File: config.mk
export PLATFORM = sky130hd
export DESIGN_NAME = tx_seq
export DESIGN_NICKNAME = d
export VERILOG_FILES = /design/src/rtl/tx_seq_pkg.sv /design/src/rtl/tx_seq_timer.sv /design/src/rtl/tx_seq.sv
export SDC_FILE = /design/constraint.sdc
export NUM_CORES = 1
export LEC_CHECK = 0
export ABC_AREA = 1
export CORE_ASPECT_RATIO = 0.7
export CORE_MARGIN = 1
export CORE_UTILIZATION = 47
export DETAILED_ROUTE_END_ITERATION = 8
export PLACE_DENSITY_LB_ADDON = 0.12
export SETUP_SLACK_MARGIN = 0.02
export SLEW_MARGIN = 20
export SYNTH_ARGS = -nofsm -noshare
export SYNTH_HDL_FRONTEND = slang
export SYNTH_HIERARCHICAL = 1
export SYNTH_SLANG_ARGS = --single-unit
File: constraint.sdc
create_clock -name clk -period 1.4 [get_ports clk]
set_input_delay 0.21 -clock clk [delete_from_list [all_inputs] [get_ports clk]]
set_output_delay 0.21 -clock clk [all_outputs]
set_load 0.1 [all_outputs]
File: src/rtl/tx_seq_pkg.sv
// rtl/tx_seq_pkg.sv - shared state type, default parameters and width helpers for tx_seq
package tx_seq_pkg;

    typedef enum logic [2:0] {
        IDLE      = 3'd0,
        SEND      = 3'd1,
        WAIT_ACK  = 3'd2,
        WAIT_DONE = 3'd3,
        GAP       = 3'd4,
        FINISH    = 3'd5
    } state_e;

    localparam int unsigned DEF_DATA_W         = 32;
    localparam int unsigned DEF_GAP_CYCLES     = 0;
    localparam int unsigned DEF_MSB_FIRST      = 0;
    localparam int unsigned DEF_TIMEOUT_CYCLES = 1000000;

    // Width of the byte-count field: must hold 0..NB inclusive.
    function automatic int unsigned cnt_width(input int unsigned data_w);
        return $clog2(data_w / 8 + 1);
    endfunction

    function automatic int unsigned bits_for(input int unsigned max_val);
        return (max_val < 2) ? 1 : $clog2(max_val + 1);
    endfunction

endpackage

File: src/rtl/tx_seq_timer.sv
// rtl/tx_seq_timer.sv - clearable saturating cycle counter with equality compare
module tx_seq_timer #(
    parameter int unsigned W = 8
) (
    input  logic         clk,
    input  logic         reset,
    input  logic         clear,
    input  logic [W-1:0] target,
    output logic         hit
);

    logic [W-1:0] count_q;

    always_ff @(posedge clk or posedge reset) begin
        if (reset) begin
            count_q <= '0;
        end else if (clear) begin
            count_q <= '0;
        end else if (count_q != {W{1'b1}}) begin
            count_q <= count_q + 1'b1;
        end
    end

    assign hit = (count_q == target);

endmodule

File: src/rtl/tx_seq.sv
// rtl/tx_seq.sv - byte sequencer feeding a UART transmitter; TX_SEQ_TIMEOUT_EN adds a handshake watchdog
module tx_seq
    import tx_seq_pkg::*;
#(
    parameter int unsigned DATA_W         = DEF_DATA_W,
    parameter int unsigned GAP_CYCLES     = DEF_GAP_CYCLES,
    parameter int unsigned MSB_FIRST      = DEF_MSB_FIRST,
    parameter int unsigned TIMEOUT_CYCLES = DEF_TIMEOUT_CYCLES,
    localparam int unsigned NB            = DATA_W / 8,
    localparam int unsigned CNT_W         = cnt_width(DATA_W)
) (
    input  logic              clk,
    input  logic              reset,
    input  logic              start,
    input  logic [DATA_W-1:0] data_in,
    input  logic [CNT_W-1:0]  nbytes,
    input  logic              tx_busy,
    output logic              tx_start,
    output logic [7:0]        tx_data,
    output logic              busy,
    output logic              done,
    output logic              error
);

`ifdef TX_SEQ_TIMEOUT_EN
    localparam bit TO_EN = 1'b1;
`else
    localparam bit TO_EN = 1'b0;
`endif

    localparam int unsigned TMAX = (TO_EN && (TIMEOUT_CYCLES > GAP_CYCLES)) ? TIMEOUT_CYCLES : GAP_CYCLES;
    localparam int unsigned TW   = bits_for(TMAX);
    localparam logic [TW-1:0]    GAP_T = TW'((GAP_CYCLES > 0) ? GAP_CYCLES - 1 : 0);
`ifdef TX_SEQ_TIMEOUT_EN
    localparam logic [TW-1:0]    TO_T  = TW'((TIMEOUT_CYCLES > 0) ? TIMEOUT_CYCLES - 1 : 0);
`endif
    localparam logic [CNT_W-1:0] NB_C  = CNT_W'(NB);

    state_e            state_q, state_d;
    logic [DATA_W-1:0] data_q, data_d;
    logic [CNT_W-1:0]  n_q, n_d;
    logic [CNT_W-1:0]  idx_q, idx_d;
    logic [CNT_W-1:0]  n_clamp;
    logic [7:0]        tx_data_q, tx_data_d;
    logic              tx_start_q, busy_q, done_q;
    logic [TW-1:0]     tmr_target;
    logic              tmr_hit, tmr_clear;
`ifdef TX_SEQ_TIMEOUT_EN
    logic              error_q, error_d;
`endif

    // Byte k of an n-byte transfer, counted from the end chosen by MSB_FIRST.
    function automatic logic [7:0] pick(input logic [DATA_W-1:0] w,
                                        input logic [CNT_W-1:0]  k,
                                        input logic [CNT_W-1:0]  n);
        logic [CNT_W-1:0] pos;
        pos = (MSB_FIRST != 0) ? (n - k - CNT_W'(1)) : k;
        return 8'(w >> {pos, 3'b000});
    endfunction

    assign n_clamp = (nbytes > NB_C) ? NB_C : nbytes;

    always_comb begin
        state_d   = state_q;
        data_d    = data_q;
        n_d       = n_q;
        idx_d     = idx_q;
        tx_data_d = tx_data_q;
`ifdef TX_SEQ_TIMEOUT_EN
        error_d   = 1'b0;
`endif
        case (state_q)
            IDLE: begin
                if (start) begin
                    data_d = data_in;
                    n_d    = n_clamp;
                    idx_d  = '0;
                    if (n_clamp == '0) begin
                        state_d = FINISH;
                    end else begin
                        state_d   = SEND;
                        tx_data_d = pick(data_in, '0, n_clamp);
                    end
                end
            end
            SEND: begin
                state_d = WAIT_ACK;
                idx_d   = idx_q + 1'b1;
            end
            WAIT_ACK: begin
                if (tx_busy) begin
                    state_d = WAIT_DONE;
                end
`ifdef TX_SEQ_TIMEOUT_EN
                else if (tmr_hit) begin
                    state_d = FINISH;
                    error_d = 1'b1;
                end
`endif
            end
            WAIT_DONE: begin
                if (!tx_busy) begin
                    if (idx_q < n_q) begin
                        if (GAP_CYCLES > 0) begin
                            state_d = GAP;
                        end else begin
                            state_d   = SEND;
                            tx_data_d = pick(data_q, idx_q, n_q);
                        end
                    end else begin
                        state_d = FINISH;
                    end
                end
`ifdef TX_SEQ_TIMEOUT_EN
                else if (tmr_hit) begin
                    state_d = FINISH;
                    error_d = 1'b1;
                end
`endif
            end
            GAP: begin
                if (tmr_hit) begin
                    state_d   = SEND;
                    tx_data_d = pick(data_q, idx_q, n_q);
                end
            end
            FINISH: begin
                state_d = IDLE;
            end
            default: begin
                state_d = IDLE;
            end
        endcase
    end

    // One counter serves both the inter-byte gap and the handshake watchdog.
    assign tmr_clear = (state_d != state_q);
`ifdef TX_SEQ_TIMEOUT_EN
    assign tmr_target = (state_q == GAP) ? GAP_T : TO_T;
`else
    assign tmr_target = GAP_T;
`endif

    tx_seq_timer #(
        .W(TW)
    ) u_timer (
        .clk    (clk),
        .reset  (reset),
        .clear  (tmr_clear),
        .target (tmr_target),
        .hit    (tmr_hit)
    );

    always_ff @(posedge clk or posedge reset) begin
        if (reset) begin
            state_q    <= IDLE;
            data_q     <= '0;
            n_q        <= '0;
            idx_q      <= '0;
            tx_data_q  <= '0;
            tx_start_q <= 1'b0;
            busy_q     <= 1'b0;
            done_q     <= 1'b0;
`ifdef TX_SEQ_TIMEOUT_EN
            error_q    <= 1'b0;
`endif
        end else begin
            state_q    <= state_d;
            data_q     <= data_d;
            n_q        <= n_d;
            idx_q      <= idx_d;
            tx_data_q  <= tx_data_d;
            tx_start_q <= (state_d == SEND);
            busy_q     <= (state_d != IDLE);
            done_q     <= (state_d == FINISH);
`ifdef TX_SEQ_TIMEOUT_EN
            error_q    <= error_d;
`endif
        end
    end

    assign tx_start = tx_start_q;
    assign tx_data  = tx_data_q;
    assign busy     = busy_q;
    assign done     = done_q;
`ifdef TX_SEQ_TIMEOUT_EN
    assign error    = error_q;
`else
    assign error    = 1'b0;
`endif

endmodule

==> results by group <==
Final layout
  • Post-layout util: 71.8%
  • Area of the multi-input gates: 1250 sq um
  • FF+latch area: 1330 sq um
  • Share of cells above drive strength 1: 19.4%
  • Layout net count: 486
  • Final Non-Filler Cells: between 500 and 600
  • Area added between synthesis and finish: 42.9%
  • Fillers: 452
  • Post-route cell area: 3870 sq um
  • # diodes: 0

Power and ir drop
  • Clk network pwr share: 8.8%
  • Switch share: 47.8%
  • Comb power frac: 63.7%
  • Leak pwr: 0.00196 uW
  • Power after layout: 9740 uW
  • Flop pwr share: 27.5%
  • P_int: between 5000 and 6000 uW
  • Maximum vdd drop: between 0.8 and 0.9 mV
  • Net switching power: between 4000 and 5000 uW
  • Power per cell area: 2520 nW/um^2

Setup path
  • Crit start category: flip-flop
  • Crit. End Element: flip-flop
  • Worst Setup Path Type: flip-flop to flip-flop
  • Levels on crit path: 10
  • Crit path max fanout: 5
  • Worst endpoint required time: 1.64 ns
  • Crit-path cells: ha_4 > nand2_2 > inv_2 > nand2_2 > nand2_2 > nand2_2 > nand2_4 > nor2_4 > nand2_1 > nand2_1
  • Slowest cell delay on critical path: 0.43 ns
  • R2R depth: 10
  • Crit path buf inv count: 1
  • CP max-delay cell: dfrtp_1
  • Top delay family on crit path: simple AND/OR/NAND/NOR gates
  • Critical Path AT: 1.68 ns
  • Most used cell, CP: nand2_2

Floorplan
  • Placeable Area: between 5000 and 6000 sq um
  • Row count: 22
  • Chip Width: around 90 um
  • Die height: 65.5 um
  • Initial Util: 50.2%
  • Die ar.: 6080 sq um
  • Top-level port count: 51

Timing
  • RSZ-0062 raised after global routing: true
  • Fmax: 696 MHz
  • Hold Vio Cnt, Final: 0
  • Ratio of final minimum period to clock period: 103%
  • Final setup violation count: 5
  • Final Max Tran Viols: 0
  • Worst Skew: 0.00905 ns
  • Min Tclk post-route: approximately 1.4 ns
  • Fin worst setup slack: -0.0364 ns

Logic synthesis
  • Yosys cell types: 23
  • Post-synth top cells: nand2_1 (165), dfrtp_1 (53), inv_1 (43)
  • Post-synth EDFFs: 0
  • Mapped Area: ~2700 sq um
  • Syn. warnings: 6
  • Mean Syn Cell Area: about 7.4 sq um
  • Leading post-synthesis cells by cell area: dfrtp_1 (49%), nand2_1 (23%), inv_1 (6.0%), o21ai_0 (5.0%), nand3_1 (3.3%)
  • Synth area leader: dfrtp_1
  • Most common cell in the netlist: nand2_1
  • Sequential area share after synthesis: 49.0%
  • FFs w/ async S/R, synth: 100%
  • Ys flop type: dfrtp_1
  • Yosys reg bits: 53
  • Top-area cell type share of the netlist area: 49.0%
  • Synth Instances: 368

Global route
  • Total Routing Usage GR: 22.1%
  • Largest net degree at the start of global routing: 53
  • Initial antenna violation count: 0
  • Via count of the first global-routing pass: 2191
  • First-pass GRT wire length: just over 10000 um
  • Grt total ovfl: 0

Clocking
  • CTS max path bufs: 2
  • Clk pin slew, worst setup/hold paths: 0.09 ns
  • Clk_lat worst skew: roughly 0.3 ns
  • CTS sink count: 53
  • CTS tree: done
  • Clock H-tree levels: 2
  • Cts hold-fix bufs: 0
  • CTS buffer count: 5
  • Root buffer cell: clkbuf_8

Worst hold path
  • Hold/Removal Path Class: input port to asynchronous set/reset pin

Detailed routing
  • DRT antenna net count: 0
  • Drt first pass iters: 5
  • DR top layer: met4
  • Routed wl met3: 333 um
  • Residual DRC: 0
  • Post-DR vias/cell: 4.90
  • Final WL: slightly below 7000 um
  • DR iter-0 viols: 142
  • DR vias: between 2000 and 3000
  • M1 wire length: 3210 um
  • Routed WL per cell: approximately 13 um
  • Routed met2 length: roughly 3100 um

Place
  • Global placer's final weighted congestion: 0.909
  • PortBufs: around 50
  • Placed Cells: roughly 490
  • Post-Place Cell Area: 3500 sq um
  • Post-place setup slack: -0.0908 ns
  • Detail Placement HPWL: 4420 um

Flow run
  • Max cap viols: 0

Run status
  • Violated checks: negative setup slack
  • Status: complete, but fails checks
[layout by cell type (no fill, tap or decap), drive strengths merged]
| master | count |
|---|---|
| a31oi | 1 |
| nor2 | 26 |
| buf | 38 |
| nor3b | 1 |
| conb | 3 |
| nand3 | 20 |
| clkinvlp | 1 |
| inv | 45 |
| nand4 | 3 |
| ha | 3 |
| nand2 | 169 |
| clkdlybuf4s50 | 38 |
| a21oi | 3 |
| o21ai | 30 |
| clkbuf | 10 |
| dfrtp | 53 |
[cell families (layout without fill, tap and decap cells)]
| family | after synthesis | in the layout | synth area share, % |
|---|---|---|---|
| AOI/OAI and AO/OA | 34 | 34 | 6.74 |
| adders and majority gates | 3 | 3 | 1.39 |
| buffers and inverters | 59 | 132 | 9.19 |
| DFF | 53 | 53 | 49.0 |
| other | 1 | 3 | 0.138 |
| and+or+nand+nor | 218 | 219 | 33.6 |
[path summary, 6_finish.rpt]
check                      slack (ns)              startpoint                        end
min reg2reg                      0.48  data_q[16]$_DFFE_PP0P_     data_q[16]$_DFFE_PP0P_
max reg2reg                     -0.04    idx_q[1]$_DFFE_PP0P_     tx_data[7]$_DFFE_PP0P_
min in group clk                 0.44             data_in[17]     data_q[17]$_DFFE_PP0P_
max                             -0.04    idx_q[1]$_DFFE_PP0P_     tx_data[7]$_DFFE_PP0P_
min                              0.12                   reset  u_timer/count_q$_DFF_PP0_
max in group asynchronous        0.80                   reset     data_q[26]$_DFFE_PP0P_
[area by class of cell]
| cell class | count | share of cell area, % |
|---|---|---|
| clock buffers | 7 | 2.23 |
| repair buffers | 79 | 24.3 |
| inverters | 46 | 4.62 |
| multi-input cells | 259 | 32.3 |
| flip-flops and latches | 53 | 34.3 |
| well taps | 72 | 2.33 |
[metal layers]
| layer | up-vias | GRT usage, % |
|---|---|---|
| li1 | 1264 | - |
| met1 | 1168 | 33.2 |
| met2 | 84 | 32.8 |
| met3 | 10 | 4.17 |
| met4 | 0 | 5.58 |
| met5 | - | 0 |
[state kept, by name, indices dropped and copies added, names as in the netlist]
signal	flops
idx_q	3
tx_start	1
u_timer/count_q	1
busy	1
state_q	3
n_q	3
data_q	32
tx_data	8
done	1
[per-stage QoR]
stage	hold WS (ns)	TNS [ns]
5_1_grt	0.124	-0.709
3_5_place_dp	0.446	-1.06
6_report	0.121	-0.0927
2_1_floorplan	-0.0613	0
4_1_cts	0.123	-0.265
3_3_place_gp	0.443	-0.488
[what timing repair did]
item / CTS / global route
setup endpoints to repair: 8 / 37
buffers inserted: 1 / 11
gates resized for setup: 4 / 31
pin swaps: 5 / 13
cloned: 1 / 3
[power by group through the flow]
stage / registers, uW / logic (uW) / clock network, uW
after floorplan: 3600 / 2580 / 0
after global placement: 2660 / 5120 / 0
after detailed placement: 2690 / 5200 / 0
after CTS: 2670 / 5320 / 877
after global routing: 2750 / 6740 / 949
final: 2680 / 6200 / 860
Power figures use the tool's default switching activity.
